$ cat src/rtl/dom_mask_rng.sv
// rtl/dom_mask_rng.sv - LFSR-based fresh-mask generator for a DOM masked inverter
module dom_mask_rng #(
  parameter int SHARES          = 2,
  parameter int BLIND_NRND      = 1,
  parameter int WARMUP_CYCLES   = 16,
  parameter int RESEED_INTERVAL = 1024
) (
  input  logic                             ClkxCI,
  input  logic                             RstxRI,
  input  logic [63:0]                      SeedxDI,
  input  logic                             SeedValidxSI,
  output logic                             SeedReadyxSO,
  input  logic                             EnxSI,
  output logic                             RndValidxSO,
  output logic [SHARES*(SHARES-1)-1:0]     _Zmul1xDO,
  output logic [SHARES*(SHARES-1)-1:0]     _Zmul2xDO,
  output logic [SHARES*(SHARES-1)-1:0]     _Zmul3xDO,
  output logic [2*BLIND_NRND-1:0]          _Bmul1xDO,
  output logic [2*BLIND_NRND-1:0]          _Bmul2xDO,
  output logic [2*BLIND_NRND-1:0]          _Bmul3xDO,
  output logic                             ReseedReqxSO,
  output logic                             ZeroSeedxSO
);

  localparam int ZW = SHARES * (SHARES - 1);
  localparam int BW = 2 * BLIND_NRND;
  localparam int W  = 3 * ZW + 3 * BW;

  if (W > 64) begin : g_width_check
    $error("dom_mask_rng: randomness width exceeds the 64-bit LFSR");
  end

  typedef enum logic [1:0] {
    ST_IDLE,
    ST_WARMUP,
    ST_RUN,
    ST_EXHAUSTED
  } state_t;

  state_t      r_state, w_state_nxt;
  logic [63:0] r_s, w_s_nxt;
  logic [7:0]  r_warm, w_warm_nxt;
  logic [15:0] r_used, w_used_nxt;
  logic        r_zero, w_zero_nxt;
  logic        w_accept;
  logic [63:0] w_s_adv;
  logic [15:0] w_used_inc;

  // W taps of the x^64+x^63+x^61+x^60+1 recurrence unrolled into one cycle.
  function automatic logic [63:0] lfsr_advance(input logic [63:0] s);
    logic [63:0] v;
    v = s;
    for (int i = 0; i < W; i++) begin
      v = {v[62:0], v[63] ^ v[62] ^ v[60] ^ v[59]};
    end
    return v;
  endfunction

  assign w_s_adv    = lfsr_advance(r_s);
  assign w_used_inc = r_used + 16'd1;

  always_ff @(posedge ClkxCI) begin
    if (RstxRI) begin
      r_state <= ST_IDLE;
      r_s     <= 64'd0;
      r_warm  <= 8'd0;
      r_used  <= 16'd0;
      r_zero  <= 1'b0;
    end else begin
      r_state <= w_state_nxt;
      r_s     <= w_s_nxt;
      r_warm  <= w_warm_nxt;
      r_used  <= w_used_nxt;
      r_zero  <= w_zero_nxt;
    end
  end

  always_comb begin
    w_state_nxt  = r_state;
    w_s_nxt      = r_s;
    w_warm_nxt   = r_warm;
    w_used_nxt   = r_used;
    w_zero_nxt   = 1'b0;
    SeedReadyxSO = (r_state != ST_WARMUP);
    RndValidxSO  = (r_state == ST_RUN);
    ReseedReqxSO = (r_state == ST_EXHAUSTED);
    w_accept     = SeedValidxSI && SeedReadyxSO;

    case (r_state)
      ST_WARMUP: begin
        // One extra non-advancing cycle after the last advance lets RUN start
        // WARMUP_CYCLES+1 cycles after the load.
        if (r_warm < 8'(WARMUP_CYCLES)) begin
          w_s_nxt    = w_s_adv;
          w_warm_nxt = r_warm + 8'd1;
        end else begin
          w_state_nxt = ST_RUN;
        end
      end
      ST_RUN: begin
        if (!w_accept && EnxSI) begin
          w_s_nxt    = w_s_adv;
          w_used_nxt = w_used_inc;
          if (w_used_inc == 16'(RESEED_INTERVAL)) begin
            w_state_nxt = ST_EXHAUSTED;
          end
        end
      end
      default: ;
    endcase

    // A seed load overrides any consumption in the same cycle.
    if (w_accept) begin
      w_s_nxt     = (SeedxDI == 64'd0) ? 64'd1 : SeedxDI;
      w_zero_nxt  = (SeedxDI == 64'd0);
      w_used_nxt  = 16'd0;
      w_warm_nxt  = 8'd0;
      w_state_nxt = ST_WARMUP;
    end
  end

  assign ZeroSeedxSO = r_zero;
  assign _Zmul1xDO   = r_s[ZW-1:0];
  assign _Zmul2xDO   = r_s[2*ZW-1:ZW];
  assign _Zmul3xDO   = r_s[3*ZW-1:2*ZW];
  assign _Bmul1xDO   = r_s[3*ZW+BW-1:3*ZW];
  assign _Bmul2xDO   = r_s[3*ZW+2*BW-1:3*ZW+BW];
  assign _Bmul3xDO   = r_s[3*ZW+3*BW-1:3*ZW+2*BW];

endmodule

$ cat config.mk
export PLATFORM = sky130hd
export DESIGN_NAME = dom_mask_rng
export DESIGN_NICKNAME = d
export VERILOG_FILES = /design/src/rtl/dom_mask_rng.sv
export SDC_FILE = /design/constraint.sdc
export NUM_CORES = 1
export LEC_CHECK = 0
export ABC_AREA = 0
export BUFFER_PORTS_ARGS = -buffer_cell sky130_fd_sc_hd__buf_2
export CORE_ASPECT_RATIO = 0.5
export CORE_MARGIN = 1
export CORE_UTILIZATION = 55
export DETAILED_ROUTE_END_ITERATION = 8
export PLACE_DENSITY_LB_ADDON = 0.15
export SLEW_MARGIN = 10
export SYNTH_ARGS = -nofsm -noshare
export SYNTH_HDL_FRONTEND = slang
export SYNTH_SLANG_ARGS = --single-unit
$ cat constraint.sdc
create_clock -name ClkxCI -period 6 [get_ports ClkxCI]
set_clock_uncertainty 0.15 [all_clocks]
set_input_delay 0.3 -clock ClkxCI [delete_from_list [all_inputs] [get_ports ClkxCI]]
set_output_delay 0.3 -clock ClkxCI [all_outputs]
set_load 0.005 [all_outputs]
==> metrics, run 1 <==
HP Class in -> reg; status complete, no violations; syn avg cell area 7.92 um^2; chip width around 130 um; Reg-to-Reg Start r_state[0]$_SDFFE_PP0P_; final period utilization between 40% and 50%; WP data arrival a little over 3000 ps; Synth area leaders dfxtp_1 40%, nand2_1 11%, a311oi_1 10%; routability congestion estimate around 0.85; share of cells above drive strength 1 ~18%; post_cts resized 0; final hold violations 0; Yosys top cell area share between 40% and 50%; CTS tree built; Pleak 1.93 nW; Clock Sinks between 90 and 100; NumNets Final between 600 and 700; Post-Layout Cell Count 730; hold path startpoint SeedxDI[4]; post-DP HPWL 7860 um; setup bufs post-CTS 0; Area Growth Syn to Fin 13.6%; Mapped Nets ~650; Rel. slew slack about 22%; Remaining Overflow, GRT 0; # fillers ~690; crit path launch type register; min cycle time layout about 3000 ps; full die area between 8000 and 9000 um^2; area of the multi-input gates between 2000 and 2500 um^2; largest net degree at the start of global routing 119; core area between 7000 and 8000 um^2; DR vias/cell a little under 6; IO buf count 83; Cell Chain, Critical Path nand2b_1 > nand2_4 > buf_4 > nand2b_1 > a21oi_1; Syn. warnings 0; Syn Inst Count 574; DR DRC count 0; Hold Buf Count CTS 0; CP peak stage delay 830 ps; Rows 22; setup tns final 0 ps; worst slack, placed between 3000 and 4000 ps; Worst setup EP type register; CTS Buf Count 9; first-pass GRT wire length between 15000 and 20000 um; Vert. Die Dim between 60 and 70 um; number of synthesized register bits 91; post-route ant nets 0; H-tree depth 3; Starting DRT DRC Count between 300 and 400; r2r setup slk roughly 3100 ps; number of inserted diodes 0; Slowest-stage cell, CP buf_4; clk slew on worst S/H paths 60 ps; asr flop ratio synth 0%; Worst EP required 6110 ps; Worst path most repeated cell nand2b_1; vias in the first global route roughly 3900; CTS root buffer clkbuf_16; register area around 1800 um^2; buffers and inverters on the worst path 1; Post-synth EDFFs 0; # setup viols final 0; drt first pass iters 5; Placed Cells around 700; PwrDens between 200 and 300 nW/um^2; IO Pins 84; CP Max Fanout 118; Seq/Total Area, Yosys roughly two fifths; Worst-Skew Late Latency 350 ps; Top delay family on crit path simple AND/OR/NAND/NOR gates; CP startpoint r_state[0]$_SDFFE_PP0P_; final core utilization between 60% and 70%; Initial Utilization about three fifths; MaxCap Viol Count 0; Peak supply drop roughly 0.15 mV; unique cell type count in the Yosys netlist 41; Fmax between 0.3 and 0.4 GHz; buffer levels on the longest clock path 2; Mapped Area 4540 um^2; Setup Crit Path Kind reg -> reg; WL final ~12000 um; Post-synth top flop dfxtp_1; dominant cell type by area after synthesis dfxtp_1; worst slew pin tran 1170 ps; Slew Limit Fails 0; setup ws final about 3100 ps; RSZ-0062 raised after global routing no; initial antenna violation count 0; WL/cell approximately 16 um; via count 4211; gr usage total between 20% and 30%
## layout make-up
type                    count  share of cell area (%)
clock inverters             4                   0.921
inverters                   1                  0.0727
well taps                 108                    2.62
clock buffers              12                    5.16
repair buffers             86                    8.48
flip-flops and latches     91                    35.3
multi-input cells         428                    47.5
## power by group
| group | leakage [nW] | switching [mW] | internal, mW | total, mW |
|---|---|---|---|---|
| combinational | 1.03 | 0.120 | 0.0898 | 0.210 |
| clock | 0.155 | 0.232 | 0.355 | 0.587 |
| sequential | 0.748 | 0.0354 | 0.645 | 0.680 |
| total | 1.93 | 0.387 | 1.09 | 1.48 |
## state kept, by name, summed over array words and instances, names as in the netlist
register,cells
r_state,2
r_s,64
r_warm,8
ZeroSeedxSO,1
r_used,16
## cell usage after synthesis, types with 4 or more instances
library cell  count
and3_1            4
xnor2_1          31
dfxtp_1          91
xor2_1           13
and2_1            5
buf_2            14
a21oi_1          18
o21ai_0           6
nor2_1           75
nand4_1          12
o211ai_1         12
nand3_1           6
buf_4            12
or3_1             4
a311oi_1         53
clkbuf_1         24
nand2_1         139
nor4_1           17
## metal layers
metal  share of wire (%)  up-vias  track usage [%]
met3                 5.8       13             7.69
met2                  44      110             44.6
met1                  48     1994             38.4
met4                 1.5        0             8.48
met5                   0        -                0
li1                    -     2094                -
## per-stage QoR
stage | instance area (um^2) | power (mW) | hold WS [ps]
3_3_place_gp | 4850 | 0.898 | 294
3_5_place_dp | 4850 | 0.900 | 311
4_1_cts | 5160 | 1.48 | 45.6
6_report | 5160 | 1.48 | 52.2
5_1_grt | 5160 | 1.54 | 56.1
2_1_floorplan | 4540 | 0.839 | 281
## path summary, 6_finish.rpt
| path | end | depth (start not counted) |
|---|---|---|
| max | r_used[14]$_SDFFE_PP0P_ | 5 |
| min | r_s[4]$_SDFFE_PP0P_ | 3 |
| max reg2reg | r_used[14]$_SDFFE_PP0P_ | 5 |
| min reg2reg | r_warm[7]$_SDFFE_PP0P_ | 1 |
## logic make-up (layout without fill, tap and decap cells)
group	after synthesis	in the layout	share of synthesized area [%]
xor+xnor	44	44	8.48
compound gates	100	100	16.9
flops	91	91	40.1
mux	3	3	0.661
buf+inv	55	103	6.42
fa+ha+maj	3	3	0.826
simple gates	278	278	26.7
## placed cells by master (no fill, tap or decap), types with 2 or more instances in the layout
cell | netlist | final
clkbuf_16 | 0 | 9
ha_1 | 3 | 3
xnor2_1 | 31 | 31
nand2_1 | 139 | 138
clkbuf_8 | 0 | 3
o21ai_0 | 6 | 6
buf_2 | 14 | 83
or3_1 | 4 | 4
nand3_1 | 6 | 6
buf_4 | 12 | 3
nor3_1 | 3 | 3
a21oi_1 | 18 | 18
a211o_1 | 2 | 2
nor2_1 | 75 | 75
xor2_1 | 13 | 13
and3_1 | 4 | 4
and2_1 | 5 | 5
mux2i_1 | 3 | 3
nand2b_1 | 3 | 3
clkinv_2 | 0 | 2
a31oi_1 | 3 | 3
and4_1 | 2 | 2
a311oi_1 | 53 | 53
dfxtp_1 | 91 | 91
nand4_1 | 12 | 12
nor4_1 | 17 | 17
o211ai_1 | 12 | 12
## worst register-to-register path, cell delays in order (launching register included)
cell and delay, ps:
dfxtp_1 430, nand2b_1 250, nand2_4 130, buf_4 830, nand2b_1 760, a21oi_1 290
No activity file was read; power rests on OpenSTA's default activity.
==> inputs of run 2 (changes only) <==
- clock period: 6 -> 2.8 ns (I/O delays scaled with it)
==> run 2 against run 1 <==
Net effect: die area did not move; via count rose by 8.2%; critical endpoint is now r_s[28]$_SDFFE_PP0P_; critical path type unchanged; highest routed layer unchanged; largest cell class unchanged; setup slack got worse by 2800 ps; combinational power rose to 2.5 times the previous value; clock-buffer cell count did not move; global-route usage rose by 2.1 points.
==> metrics, run 2 (same netlist as run 1, synthesis figures left out) <==
buffers and inverters on the worst path 0; Top delay family on crit path simple AND/OR/NAND/NOR gates; via count ~4600; CP peak stage delay around 900 ps; WL final roughly 13000 um; Slew Limit Fails 0; # setup viols final 0; power share of the combinational group around 17%; Vert. Die Dim between 60 and 70 um; hold path startpoint SeedxDI[0]; Rel. slew slack a little under a quarter; min cycle time layout between 2000 and 3000 ps; CTS tree built; grt met3 use approximately 8.6%; final period utilization roughly nine tenths; Peak supply drop approximately 0.37 mV; Setup Crit Path Kind reg -> reg; status complete, no violations; Pleak between 2 and 2.5 nW; initial antenna violation count 0; chip width between 100 and 150 um; DR vias/cell 5.78; area of the multi-input gates about 2500 um^2; largest net degree at the start of global routing between 100 and 150; NumNets Final ~750; Area Growth Syn to Fin 26.3%; Fmax ~0.4 GHz; CP Max Fanout 52; crit path launch type register; vias in the first global route 4151; # fillers a little under 600; max reg flops between 60 and 70; number of inserted diodes 0; setup bufs post-CTS 0; post_cts resized 0; full die area 8650 um^2; CTS Buf Count 9; gr usage total 30.6%; Initial Utilization slightly below 60%; post-route ant nets 0; busiest grt layer met2; share of cells above drive strength 1 approximately 16%; Starting DRT DRC Count between 500 and 600; buffer levels on the longest clock path 2; WL/cell ~16 um; met1 global-route usage approximately two fifths; grt met2 use between 40% and 50%; IO buf count a little over 80; worst slew pin tran approximately 1100 ps; Remaining Overflow, GRT 0; IO Pins 84; RSZ-0062 raised after global routing no; Worst-Skew Late Latency 330 ps; r2r setup slk ~240 ps; commonest non-fill, non-tap cell in the layout nand2_1; Int Pwr roughly 2.3 mW; register area 1820 um^2; Largest Register r_s; WP data arrival about 2600 ps; Rows 22; CTS root buffer clkbuf_16; Cell Chain, Critical Path nand2b_1 > nor2_2 > nor2_4 > nand2_1 > a311oi_1; Clock Sinks 91; hold_ws about 17 ps; final hold violations 0; HP Class in -> reg; Seq pwr share between 40% and 50%; DR DRC count 0; NetSw approximately 0.83 mW; CP startpoint r_state[1]$_SDFFE_PP0P_; drt first pass iters 4; commonest non-fill, non-tap cells in the layout 138 x nand2_1, 91 x dfxtp_1, 83 x buf_2; Worst setup EP type register; Largest regs r_s: 64 flops, r_used: 16 flops, r_warm: 8 flops; Slowest-stage cell, CP nor2_4; sw frac roughly a quarter; setup tns final 0 ps; core area about 7700 um^2; H-tree depth 3; clk slew on worst S/H paths roughly 60 ps; Worst EP required about 2900 ps; post-DP HPWL approximately 7800 um; routability congestion estimate between 0.8 and 0.9; PwrDens around 540 nW/um^2; MaxCap Viol Count 0; Clock power frac a little over a third; Reg-to-Reg Start r_state[1]$_SDFFE_PP0P_; first-pass GRT wire length 20000 um
[run 2: final cells by class]
cell class / instances / share of cell area, %
Clock inverter: 2 / 0.218
Timing Repair Buffer: 146 / 18.4
Inverter: 1 / 0.0654
Sequential cell: 91 / 31.7
Clock buffer: 12 / 4.47
Tap cell: 108 / 2.35
Multi-Input combinational cell: 428 / 42.7
[run 2: per-layer routing]
layer | vias up | part of all wire [%]
met4 | 0 | 2.1
met3 | 31 | 8.5
met2 | 199 | 46
met1 | 2111 | 44
met5 | - | 0
li1 | 2217 | -
[run 2: per-stage QoR]
stage | util, % | instances | setup slack, ps | power (mW) | instance area [um^2]
global placement | 63.9 | 716 | 408 | 1.93 | 4890
finish | 75.0 | 788 | 243 | 3.10 | 5740
floorplan | - | 574 | 827 | 1.80 | 4540
CTS | 74.7 | 786 | 247 | 3.09 | 5720
global route | 75.0 | 788 | 34.1 | 3.23 | 5740
detailed placement | 63.9 | 716 | 307 | 1.94 | 4890
[run 2: final timing paths]
path,to,cells after the start
setup reg to reg,r_s[28]$_SDFFE_PP0P_,5
hold reg to reg,r_warm[7]$_SDFFE_PP0P_,1
setup / recovery,r_s[28]$_SDFFE_PP0P_,5
hold / removal,r_s[0]$_SDFFE_PP0P_,3
[run 2: repair_timing]
item / 4_1_cts / 5_1_grt
endpoints found under the hold margin: 56 / 2
setup endpoints to repair: 0 / 0
hold buffers: 56 / 2
[run 2: worst register-to-register path, cell delays in order (launching register included)]
cell and delay, ps:
dfxtp_1 400, nand2b_1 320, nor2_2 160, nor2_4 900, nand2_1 170, a311oi_1 350
[run 2: power groups by stage]
stage	sequential, mW	combinational, mW	clock [mW]
after floorplan	1.45	0.344	0
after global placement	1.48	0.451	0
after detailed placement	1.48	0.457	0
after CTS	1.45	0.519	1.12
after global routing	1.46	0.584	1.19
final	1.45	0.534	1.11
==> inputs of run 3 (changes only) <==
- REMOVE_ABC_BUFFERS: not set -> 1
- SETUP_SLACK_MARGIN: not set -> 0.02
==> run 3 against run 2 <==
Net effect: global-route usage increased by 0.83 points; design area increased by 1.2%; routed wire length increased by 2.5%; fmax increased by 0.15%; utilization increased by 0.92 points; critical path depth unchanged; combinational power increased by 2%; clock-buffer cell count increased by 2.
==> metrics, run 3 (same netlist as run 1, synthesis figures left out) <==
DR DRC count 0; DR vias/cell 5.77; post-DP HPWL 7770 um; IO Pins between 80 and 90; crit path launch type register; Design Power 3.21 mW; Pleak 2.20 nW; sw frac approximately a quarter; Remaining Overflow, GRT 0; r2r setup slk about 250 ps; Worst EP required around 2900 ps; WL/cell 16.4 um; WP data arrival roughly 2600 ps; WL final approximately 13000 um; routability congestion estimate ~0.84; cells on worst reg2reg path 5; buffer levels on the longest clock path 2; first-pass GRT wire length roughly 21000 um; vias in the first global route between 4000 and 5000; Starting DRT DRC Count 437; hold path startpoint SeedxDI[22]; Worst setup EP type register; gr usage total 31.5%; clk slew on worst S/H paths 60 ps; worst slew pin tran between 1000 and 1500 ps; final hold violations 0; register area approximately 1800 um^2; reg-to-reg endpoint r_s[43]$_SDFFE_PP0P_; Initial Utilization 59.4%; commonest non-fill, non-tap cells in the layout 138 x nand2_1, 91 x dfxtp_1, 83 x buf_2; worst slack, placed ~260 ps; buffers and inverters on the worst path 0; Seq pwr share a little under half; Vert. Die Dim about 66 um; CP peak stage delay around 900 ps; Fmax slightly below 0.4 GHz; HP Class in -> reg; commonest non-fill, non-tap cell in the layout nand2_1; hold depth 3; Post-Layout Cell Count just under 800; NetSw between 0.8 and 0.9 mW; Cell Chain, Critical Path nand2b_1 > nor2_2 > nor2_4 > nand2_1 > a311oi_1; Largest regs r_s: 64 flops, r_used: 16 flops, r_warm: 8 flops; NumNets Final between 700 and 800; CTS tree built; number of inserted diodes 0; design area about 5800 um^2; full die area 8650 um^2; hold_ws about 34 ps; setup bufs post-CTS 0; via count around 4600; CTS Buf Count 9; chip width between 100 and 150 um; area of placed instances a little under 5000 um^2; Top delay family on crit path simple AND/OR/NAND/NOR gates; setup ws final 247 ps; max reg flops 64; Setup Crit Path Kind reg -> reg; share of cells above drive strength 1 around 16%; Slowest-stage cell, CP nor2_4; Placed Cells around 720; Reg-to-Reg Start r_state[1]$_SDFFE_PP0P_; final period utilization just over 90%; # fillers between 500 and 600; Worst Hold End r_s[22]$_SDFFE_PP0P_; Worst-Skew Late Latency 350 ps; Peak supply drop approximately 0.35 mV; drt first pass iters 6; Rel. slew slack between 20% and 30%; CP Depth 5; CTS root buffer clkbuf_16; Rows 22; status complete, no violations; MaxCap Viol Count 0; # setup viols final 0; Clock power frac 37.8%; core area roughly 7700 um^2; area of the multi-input gates roughly 2500 um^2; post_cts resized 0; PwrDens roughly 550 nW/um^2; initial antenna violation count 0; Int Pwr about 2.4 mW; post-route ant nets 0; Area Growth Syn to Fin 27.8%; CP Max Fanout 52; Slew Limit Fails 0; Largest Register r_s; Clock Sinks between 90 and 100; largest net degree at the start of global routing 66; IO buf count between 80 and 90; RSZ-0062 raised after global routing no; min cycle time layout 2550 ps; power share of the combinational group between 10% and 20%; H-tree depth 3
-- run 3: changes by cell type in the layout (fill, tap and decap cells not counted), sizes merged --
cell / previous run / this run
dlygate4sd3: 58 / 63
clkbuf: 12 / 14
clkinvlp: 1 / 0
bufinv: 0 / 1
-- run 3: worst max-delay path by stage --
stage	from	endpoint	slack (ps)
6_report	r_state[1]$_SDFFE_PP0P_	r_s[43]$_SDFFE_PP0P_	250
5_1_grt	r_state[1]$_SDFFE_PP0P_	r_s[28]$_SDFFE_PP0P_	30
4_1_cts	r_state[1]$_SDFFE_PP0P_	r_s[28]$_SDFFE_PP0P_	210
3_5_place_dp	r_state[1]$_SDFFE_PP0P_	r_s[28]$_SDFFE_PP0P_	260
3_3_place_gp	r_state[1]$_SDFFE_PP0P_	r_s[56]$_SDFFE_PP0P_	390
2_1_floorplan	r_state[1]$_SDFFE_PP0P_	r_used[10]$_SDFFE_PP0P_	-1000
-- run 3: power by group through the flow --
stage | registers [mW] | logic [mW] | clock network [mW]
after global placement | 1.47 | 0.455 | 0
after CTS | 1.44 | 0.532 | 1.22
after detailed placement | 1.47 | 0.461 | 0
after floorplan | 1.46 | 0.289 | 0
after global routing | 1.46 | 0.599 | 1.27
final | 1.45 | 0.546 | 1.21
-- run 3: metrics by stage --
step                      setup TNS (ps)  util, %
final                                  0     75.9
after global placement                 0     63.9
after floorplan                   -34310        -
after CTS                              0     75.9
after global routing                   0     75.9
after detailed placement               0     63.9
-- run 3: per-layer routing --
metal,track usage (%),vias to the layer above,routed length [um]
li1,-,2227,-
met3,7.61,37,918
met1,39.0,2126,5770
met5,0,-,0
met2,52.6,199,5980
met4,12.9,0,364
-- run 3: worst reg2reg max path, cell delays in order, from the launching register on --
cell	delay, ps
dfxtp_1	400
nand2b_1	320
nor2_2	150
nor2_4	900
nand2_1	150
a311oi_1	370
-- run 3: layout make-up --
cell class | count | area share [%]
Multi-Input combinational cell | 428 | 42.2
Sequential cell | 91 | 31.4
Timing Repair Buffer | 151 | 19.1
Clock buffer | 14 | 4.37
Tap cell | 108 | 2.33
Clock inverter | 2 | 0.603
Inverter | 1 | 0.0646
-- run 3: repair_timing --
action | in CTS | in global routing
setup endpoints to repair | 0 | 4
hold endpoints to repair | 63 | 0
hold buffers | 63 | 0
